**config.mk**
```make
export PLATFORM = sky130hd
export DESIGN_NAME = tree_walker
export DESIGN_NICKNAME = d
export VERILOG_FILES = /design/src/rtl/tree_walker.sv
export SDC_FILE = /design/constraint.sdc
export NUM_CORES = 2
export LEC_CHECK = 0
export CAP_MARGIN = 20
export CORE_UTILIZATION = 61
export CTS_CLUSTER_DIAMETER = 80
export DETAILED_ROUTE_END_ITERATION = 6
export MAX_ROUTING_LAYER = met4
export PLACE_DENSITY = 0.78
export SYNTH_ARGS = -nofsm -noshare
export SYNTH_HDL_FRONTEND = slang
export SYNTH_SLANG_ARGS = --single-unit
```
**constraint.sdc**
```tcl
create_clock -name clk -period 4.64 [get_ports clk]
set_input_delay 0.464 -clock clk [delete_from_list [all_inputs] [get_ports clk]]
set_output_delay 0.464 -clock clk [all_outputs]
set_load 0.01 [all_outputs]
```
**src/rtl/tree_walker.sv**
```systemverilog
// tree_walker: table-driven decision-tree classifier, one node per clock.
// Ports: in_* feature handshake, out_* result handshake, cfg_* node table
// write port, busy. Optional macro TREE_WALKER_STEP_LIMIT_EN adds a walk
// step limit (MAX_STEPS) that flags cyclic tables through out_err.
module tree_walker #(
  parameter int N_FEAT    = 51,
  parameter int N_NODES   = 64,
  parameter int CLASS_W   = 2,
  parameter int MAX_STEPS = 32,
  localparam int FW     = $clog2(N_FEAT),
  localparam int AW     = $clog2(N_NODES),
  localparam int NODE_W = 1 + FW + 2 * AW,
  localparam int SW     = $clog2(MAX_STEPS + 1)
) (
  input  logic              clk,
  input  logic              rst_n,
  input  logic              in_valid,
  output logic              in_ready,
  input  logic [N_FEAT-1:0] in_feat,
  output logic              out_valid,
  input  logic              out_ready,
  output logic [CLASS_W-1:0] out_class,
  output logic              out_err,
  output logic [SW-1:0]     out_steps,
  input  logic              cfg_we,
  input  logic [AW-1:0]     cfg_addr,
  input  logic [NODE_W-1:0] cfg_wdata,
  output logic              cfg_ready,
  output logic              busy
);

  typedef enum logic [1:0] {
    IDLE,
    WALK,
    DONE
  } state_t;

  localparam logic [NODE_W-1:0] LEAF0 =
    {1'b1, {(NODE_W-1){1'b0}}};

  state_t state_q, state_d;

  logic [NODE_W-1:0]  node_tbl [N_NODES];
  logic [N_FEAT-1:0]  feat_q;
  logic [AW-1:0]      ptr_q;
  logic [SW-1:0]      steps_q;
  logic [CLASS_W-1:0] cls_q;

  logic [NODE_W-1:0]  node;
  logic               is_leaf;
  logic [FW-1:0]      sel;
  logic [AW-1:0]      child_hi;
  logic [AW-1:0]      child_lo;
  logic [2**FW-1:0]   feat_pad;
  logic               fbit;
  logic [AW-1:0]      next_ptr;
  logic               limit_hit;

  assign node     = node_tbl[ptr_q];
  assign is_leaf  = node[NODE_W-1];
  assign sel      = node[NODE_W-2 -: FW];
  assign child_hi = node[2*AW-1 -: AW];
  assign child_lo = node[AW-1:0];

  // Selects past the top feature read as zero via the padding.
  always_comb begin
    feat_pad = '0;
    feat_pad[N_FEAT-1:0] = feat_q;
  end

  assign fbit     = feat_pad[sel];
  assign next_ptr = fbit ? child_hi : child_lo;

`ifdef TREE_WALKER_STEP_LIMIT_EN
  logic err_q;
  assign limit_hit = (steps_q == SW'(MAX_STEPS));
  assign out_err   = err_q;
`else
  assign limit_hit = 1'b0;
  assign out_err   = 1'b0;
`endif

  always_ff @(posedge clk or negedge rst_n) begin
    if (!rst_n) state_q <= IDLE;
    else        state_q <= state_d;
  end

  always_comb begin
    state_d   = state_q;
    in_ready  = 1'b0;
    cfg_ready = 1'b0;
    out_valid = 1'b0;
    unique case (state_q)
      IDLE: begin
        in_ready  = 1'b1;
        cfg_ready = 1'b1;
        if (in_valid) state_d = WALK;
      end
      WALK: begin
        if (is_leaf || limit_hit) state_d = DONE;
      end
      DONE: begin
        out_valid = 1'b1;
        if (out_ready) state_d = IDLE;
      end
      default: state_d = IDLE;
    endcase
  end

  assign busy      = (state_q != IDLE);
  assign out_class = cls_q;
  assign out_steps = steps_q;

  // Writes only land in IDLE, so a walk always sees a stable table.
  always_ff @(posedge clk or negedge rst_n) begin
    if (!rst_n) begin
      for (int i = 0; i < N_NODES; i++) node_tbl[i] <= LEAF0;
    end else if (cfg_we && state_q == IDLE) begin
      node_tbl[cfg_addr] <= cfg_wdata;
    end
  end

  always_ff @(posedge clk or negedge rst_n) begin
    if (!rst_n) begin
      feat_q  <= '0;
      ptr_q   <= '0;
      steps_q <= '0;
      cls_q   <= '0;
`ifdef TREE_WALKER_STEP_LIMIT_EN
      err_q   <= 1'b0;
`endif
    end else begin
      unique case (state_q)
        IDLE: begin
          if (in_valid) begin
            feat_q  <= in_feat;
            ptr_q   <= '0;
            steps_q <= '0;
            cls_q   <= '0;
`ifdef TREE_WALKER_STEP_LIMIT_EN
            err_q   <= 1'b0;
`endif
          end
        end
        WALK: begin
          if (is_leaf) begin
            cls_q <= child_lo[CLASS_W-1:0];
          end else if (limit_hit) begin
            cls_q <= '0;
`ifdef TREE_WALKER_STEP_LIMIT_EN
            err_q <= 1'b1;
`endif
          end else begin
            ptr_q   <= next_ptr;
            steps_q <= steps_q + SW'(1);
          end
        end
        default: ;
      endcase
    end
  end

endmodule

```
Yosys cells after proc, flatten, opt, wreduce, memory -nomap -nowiden. Index checks and enable logic that the tools add are counted.

Eq/ne operators: 6. $add $sub $neg: 1. Muxes and demuxes: 23. Magnitude comparators: 4. Bitwise operators: 2. Reduce and logical (&&, ||, !) cells: 9.

Operator list (number): $bwmux W1216 (1); $bmux W19 S6 (1); $demux W19 S6 (1); $mux W19 (3); $mux W6 (4); $pmux W6 S2 (2); $ge A7 B7 Y1 const B (2); $not A6 Y7 (2); $mux W2 (5); $reduce_and A3 Y1 (3); $ne A2 B2 Y1 const B (4); $lt A6 B7 Y1 const B (1); $lt A7 B1 Y1 const B (1); $add A6 B1 Y6 const B (1); $bmux W1 S6 (1); $pmux W2 S3 (1); $pmux W2 S2 (1); $reduce_bool A2 Y1 (2); $mux W1 (3); $eq A2 B1 Y1 const B (1); $eq A2 B2 Y1 const B (1); $logic_and A1 B1 Y1 (2); $logic_not A2 Y1 (1); $reduce_and A2 Y1 (1).

Input port bits: 81. Word-level logic and storage cells: 114. Register bits: 1283. Output and inout bits: 13.

Depth between registers and ports, before layout.
Depth in word-level cells: 9. Gate-level depth with buffers: 19. Mapped depth without buffers: 11.

Least setup slack after synthesis. OpenSTA, ideal clock, no wires.

Path type: register -> register. Start: reg ptr_q[0]. End: reg ptr_q[3]. Path slack: 0.521 ns. Period minus slack after synthesis: 4.119 ns. Stages on the path, launching flop included: 15. Path buffers: 9. Required time: 4.487 ns. Setup time: 0.153 ns. Arrival: 3.966 ns. Cell sequence: dfrtp_1 -> buf_6 -> buf_6 -> buf_6 -> buf_6 -> buf_6 -> buf_6 -> buf_6 -> buf_2 -> buf_1 -> mux4_2 -> mux4_2 -> mux4_2 -> o2111ai_1 -> o221ai_1.

Word-level cells in the longest chain between the ends: 9. Elaborated cells on any way between the ends: 11. Classes of those cells: eq/ne (1); mux (8); bitwise (1); reduce/logical (1).

Ends and longest elaborated chain: start, declared (RTL line 45) `logic [AW-1:0] ptr_q;`; start signal, assigned (RTL line 154) `ptr_q <= next_ptr;`; $not A6 Y7 (not written as such) * (RTL line 59) `assign node = node_tbl[ptr_q];`; $bmux W19 S6 * (RTL line 59); $mux W19 (not written as such) * (2 in series) (RTL line 59); $bmux W1 S6 (RTL line 71) `assign fbit = feat_pad[sel];`; $mux W1 (not written as such) (RTL line 71); $mux W6 (RTL line 72) `assign next_ptr = fbit ? child_hi : child_lo;`; $mux W6 (RTL line 146) `if (is_leaf) begin`; $pmux W6 S2 (RTL line 133) `unique case (state_q)`.

Mark *: on every way between the ends. The rest lies on a longest branch, timed or not. The select of a mux whose other input is x is not followed. A chain may end at the register's enable or synchronous reset.

Final worst setup path.
Start: reg ptr_q[1]. End: reg ptr_q[5].

Same word-level chain as after synthesis.

==> metrics.yaml <==
run_status:
  status: "finished with violations"
  violations: "DRC"
worst_hold_path:
  min_from: "cfg_wdata[12]"
  hold_path_class: "in2reg"
  whs_path_depth: 2
  holdPathEnd: "node_tbl[468]"
place:
  dp_cells: 4814
  dp_hpwl_um: 93200
  io_buffers: 92
  gp_congestion: 0.925
final_layout:
  mostFrequentLayoutCell: "mux2_2"
  syn2layout_area_growth_pct: 12.7
  final_cells: 5085
  final_nets: 3790
  layout_common_cells: "mux2_2, dfrtp_1, mux4_2"
  drive_gt1_share_pct: 55.6
die:
  rows: 113
  die_y_um: 312
  coreArea_um2: 95000
  ioPinCount: 94
  die_area_um2: 97200
  die_w_um: 312
  start_util_pct: 61.6
global_route:
  grt_max_degree: 164
  antenna_found_initial: 6
  grt_pass1_wl_um: 234000
  grtUsageTotal_pct: 33.6
  grt_pass1_vias: 36100
  grt_overflow: 0
critical_path:
  worstSetupStartpointType: "register"
  end_kind: "register"
  critPathArrivalTime_ns: 4.95
  rr_endpoint: "ptr_q[5]"
  crit_type: "reg2reg"
  reg2reg_depth: 11
  r2r_start: "ptr_q[1]"
  rrSetupSlack_ns: 0.27
  crit_path_max_fanout: 79
  worst_ep_required_time_ns: 5.22
sta:
  rsz0062_at_grt: "false"
  period_share_pct: 94.2
  hold_viol_final: 0
  drv_slew: 0
  period_needed_ns: 4.37
  fmax_mhz: 229
  slew_headroom_pct: 36.8
  finalSetupTns_ns: 0
  worstMarginPinSlew_ns: 0.948
  clock_skew_ns: 0.0225
  setup_violations: 0
clock_network:
  clk_transition_reported_paths_ns: 0.06
  cts_tree: "done"
  cts_buffers: 136
  clock_latency_ns: 0.74
  cts-root-buf: "clkbuf_16"
  cts_resized: 0
  cts_htree_levels: 4
  cts_buffer_depth: 3
  clock-sinks: 1283
synthesis:
  yosys_most_used_dff: "dfrtp_1"
  syn_area_per_cell_um2: 16.1
  yosysTopAreaCell: "dfrtp_1"
  synth_edf_count: 0
  synthesis.area_um2: 58600
  async_reset_ff_share_pct: 100
  synth.top_cell.area_share_pct: 52.1
  synth_area_leaders: "dfrtp_1, mux2_2, mux4_2"
  ys_types: 62
  syn_nets: 3724
  ys.warnings.count: 0
  syn_inst: 3642
  ys_seq_area_share_pct: 55.0
  ys_ff_latch: 1283
route:
  vias: 34000
  ant_nets: 0
  wire_per_inst_um: 30.3
  finalWirelength_um: 154000
  drcViolationCount: 7
  drt_first_pass_iters: 7
  drt_iter0_drc: 3091
  vias_per_cell: 6.68
flow_run:
  maxCapViolations: 0
pwr:
  power_leakage_nw: 31.0
  peakVddDrop_mv: 0.344
  power.density_nw_per_um2: 450
-- repair_timing --
action                     CTS  global route
hold endpoints to repair    94             0
hold buffers                 1             0
setup endpoints to repair    0             2
setup buffers                0             8
-- registers in the layout (all words and copies together) (netlist names) --
register,cells
feat_q,51
out_steps,6
node_tbl,1216
state_q,2
ptr_q,6
out_class,2
-- cells in the mapped netlist (11+ instances only) --
master    instances
mux2_2         1281
dfrtp_1        1219
mux4_2          357
clkbuf_1        228
nand2_1          90
mux2i_1          65
dfstp_2          64
buf_1            39
nor2_1           38
buf_2            35
nand3_1          20
a21oi_1          14
o21ai_0          14
a22oi_1          13
buf_6            12
nor2b_1          12
inv_1            11
-- metal layers --
metal	share of wire, %	vias up	wire length, µm	GRT usage [%]
met5	0	-	0	-
met4	4.6	0	7150	14.4
met3	6.6	364	10200	5.36
met2	49	1358	75400	52.2
met1	40	18400	61400	44.5
li1	-	13800	-	-
-- how the worst max path moves through the flow --
stage	cells after the start	startpoint	slack (ns)	to
final	11	ptr_q[1]	0.27	ptr_q[5]
after global routing	12	ptr_q[0]	0.06	ptr_q[1]
after CTS	12	ptr_q[1]	0.28	ptr_q[5]
after detailed placement	12	ptr_q[1]	0.34	ptr_q[1]
after global placement	11	ptr_q[1]	0.42	ptr_q[0]
after floorplan	14	ptr_q[0]	0.52	ptr_q[3]
-- critical path: stages (launching register included) --
cell and delay (ns):
dfrtp_4 0.68, buf_12 0.47, mux4_2 0.30, nor2b_1 0.13, a211oi_1 0.06, a221oi_1 0.72
a32oi_2 0.38, o31ai_1 0.31, a21oi_1 0.16, or3_1 0.54, o2111ai_1 0.25, o221ai_1 0.17
-- power breakdown --
part	total (mW)	switching (mW)	internal, mW	leakage, nW
Sequential	13.5	0.866	12.6	17.4
Combinational	4.96	2.41	2.55	11.3
Clock	11.3	4.47	6.78	2.30
-- logic make-up (layout without fill, tap and decap cells) --
logic type | after synthesis | count (layout) | share of synthesized area, %
compound gates | 106 | 106 | 1.38
buf+inv | 335 | 510 | 2.43
other cells | 1 | 4 | 0.00640
simple gates | 208 | 208 | 1.64
flops | 1283 | 1283 | 55.0
xor+xnor | 3 | 3 | 0.0449
fa+ha+maj | 1 | 1 | 0.0214
mux | 1705 | 1705 | 39.5
-- cell type report --
| cell class | count | area [µm²] |
|---|---|---|
| Clock buffer | 208 | 4140 |
| Antenna cell | 3 | 7.51 |
| Inverter | 13 | 48.8 |
| Fill cell | 6140 | 29000 |
| Timing Repair Buffer | 250 | 2460 |
| Sequential cell | 1283 | 32200 |
| Clock inverter | 39 | 527 |
| Tap cell | 1265 | 1580 |
| Multi-Input combinational cell | 2024 | 25000 |
-- through the flow --
stage | power (mW) | util [%] | hold slack [ns] | instance area, µm² | worst slack [ns]
after global routing | 30.7 | 69.4 | 0.115 | 66000 | 0.0605
final | 29.7 | 69.4 | 0.139 | 66000 | 0.268
after floorplan | 16.8 | - | 0.168 | 58600 | 0.521
after CTS | 29.8 | 69.1 | 0.309 | 65600 | 0.276
after global placement | 18.2 | 64.1 | 0.481 | 60900 | 0.425
after detailed placement | 18.5 | 64.2 | 0.487 | 61000 | 0.340
No activity file was read; power rests on OpenSTA's default activity.
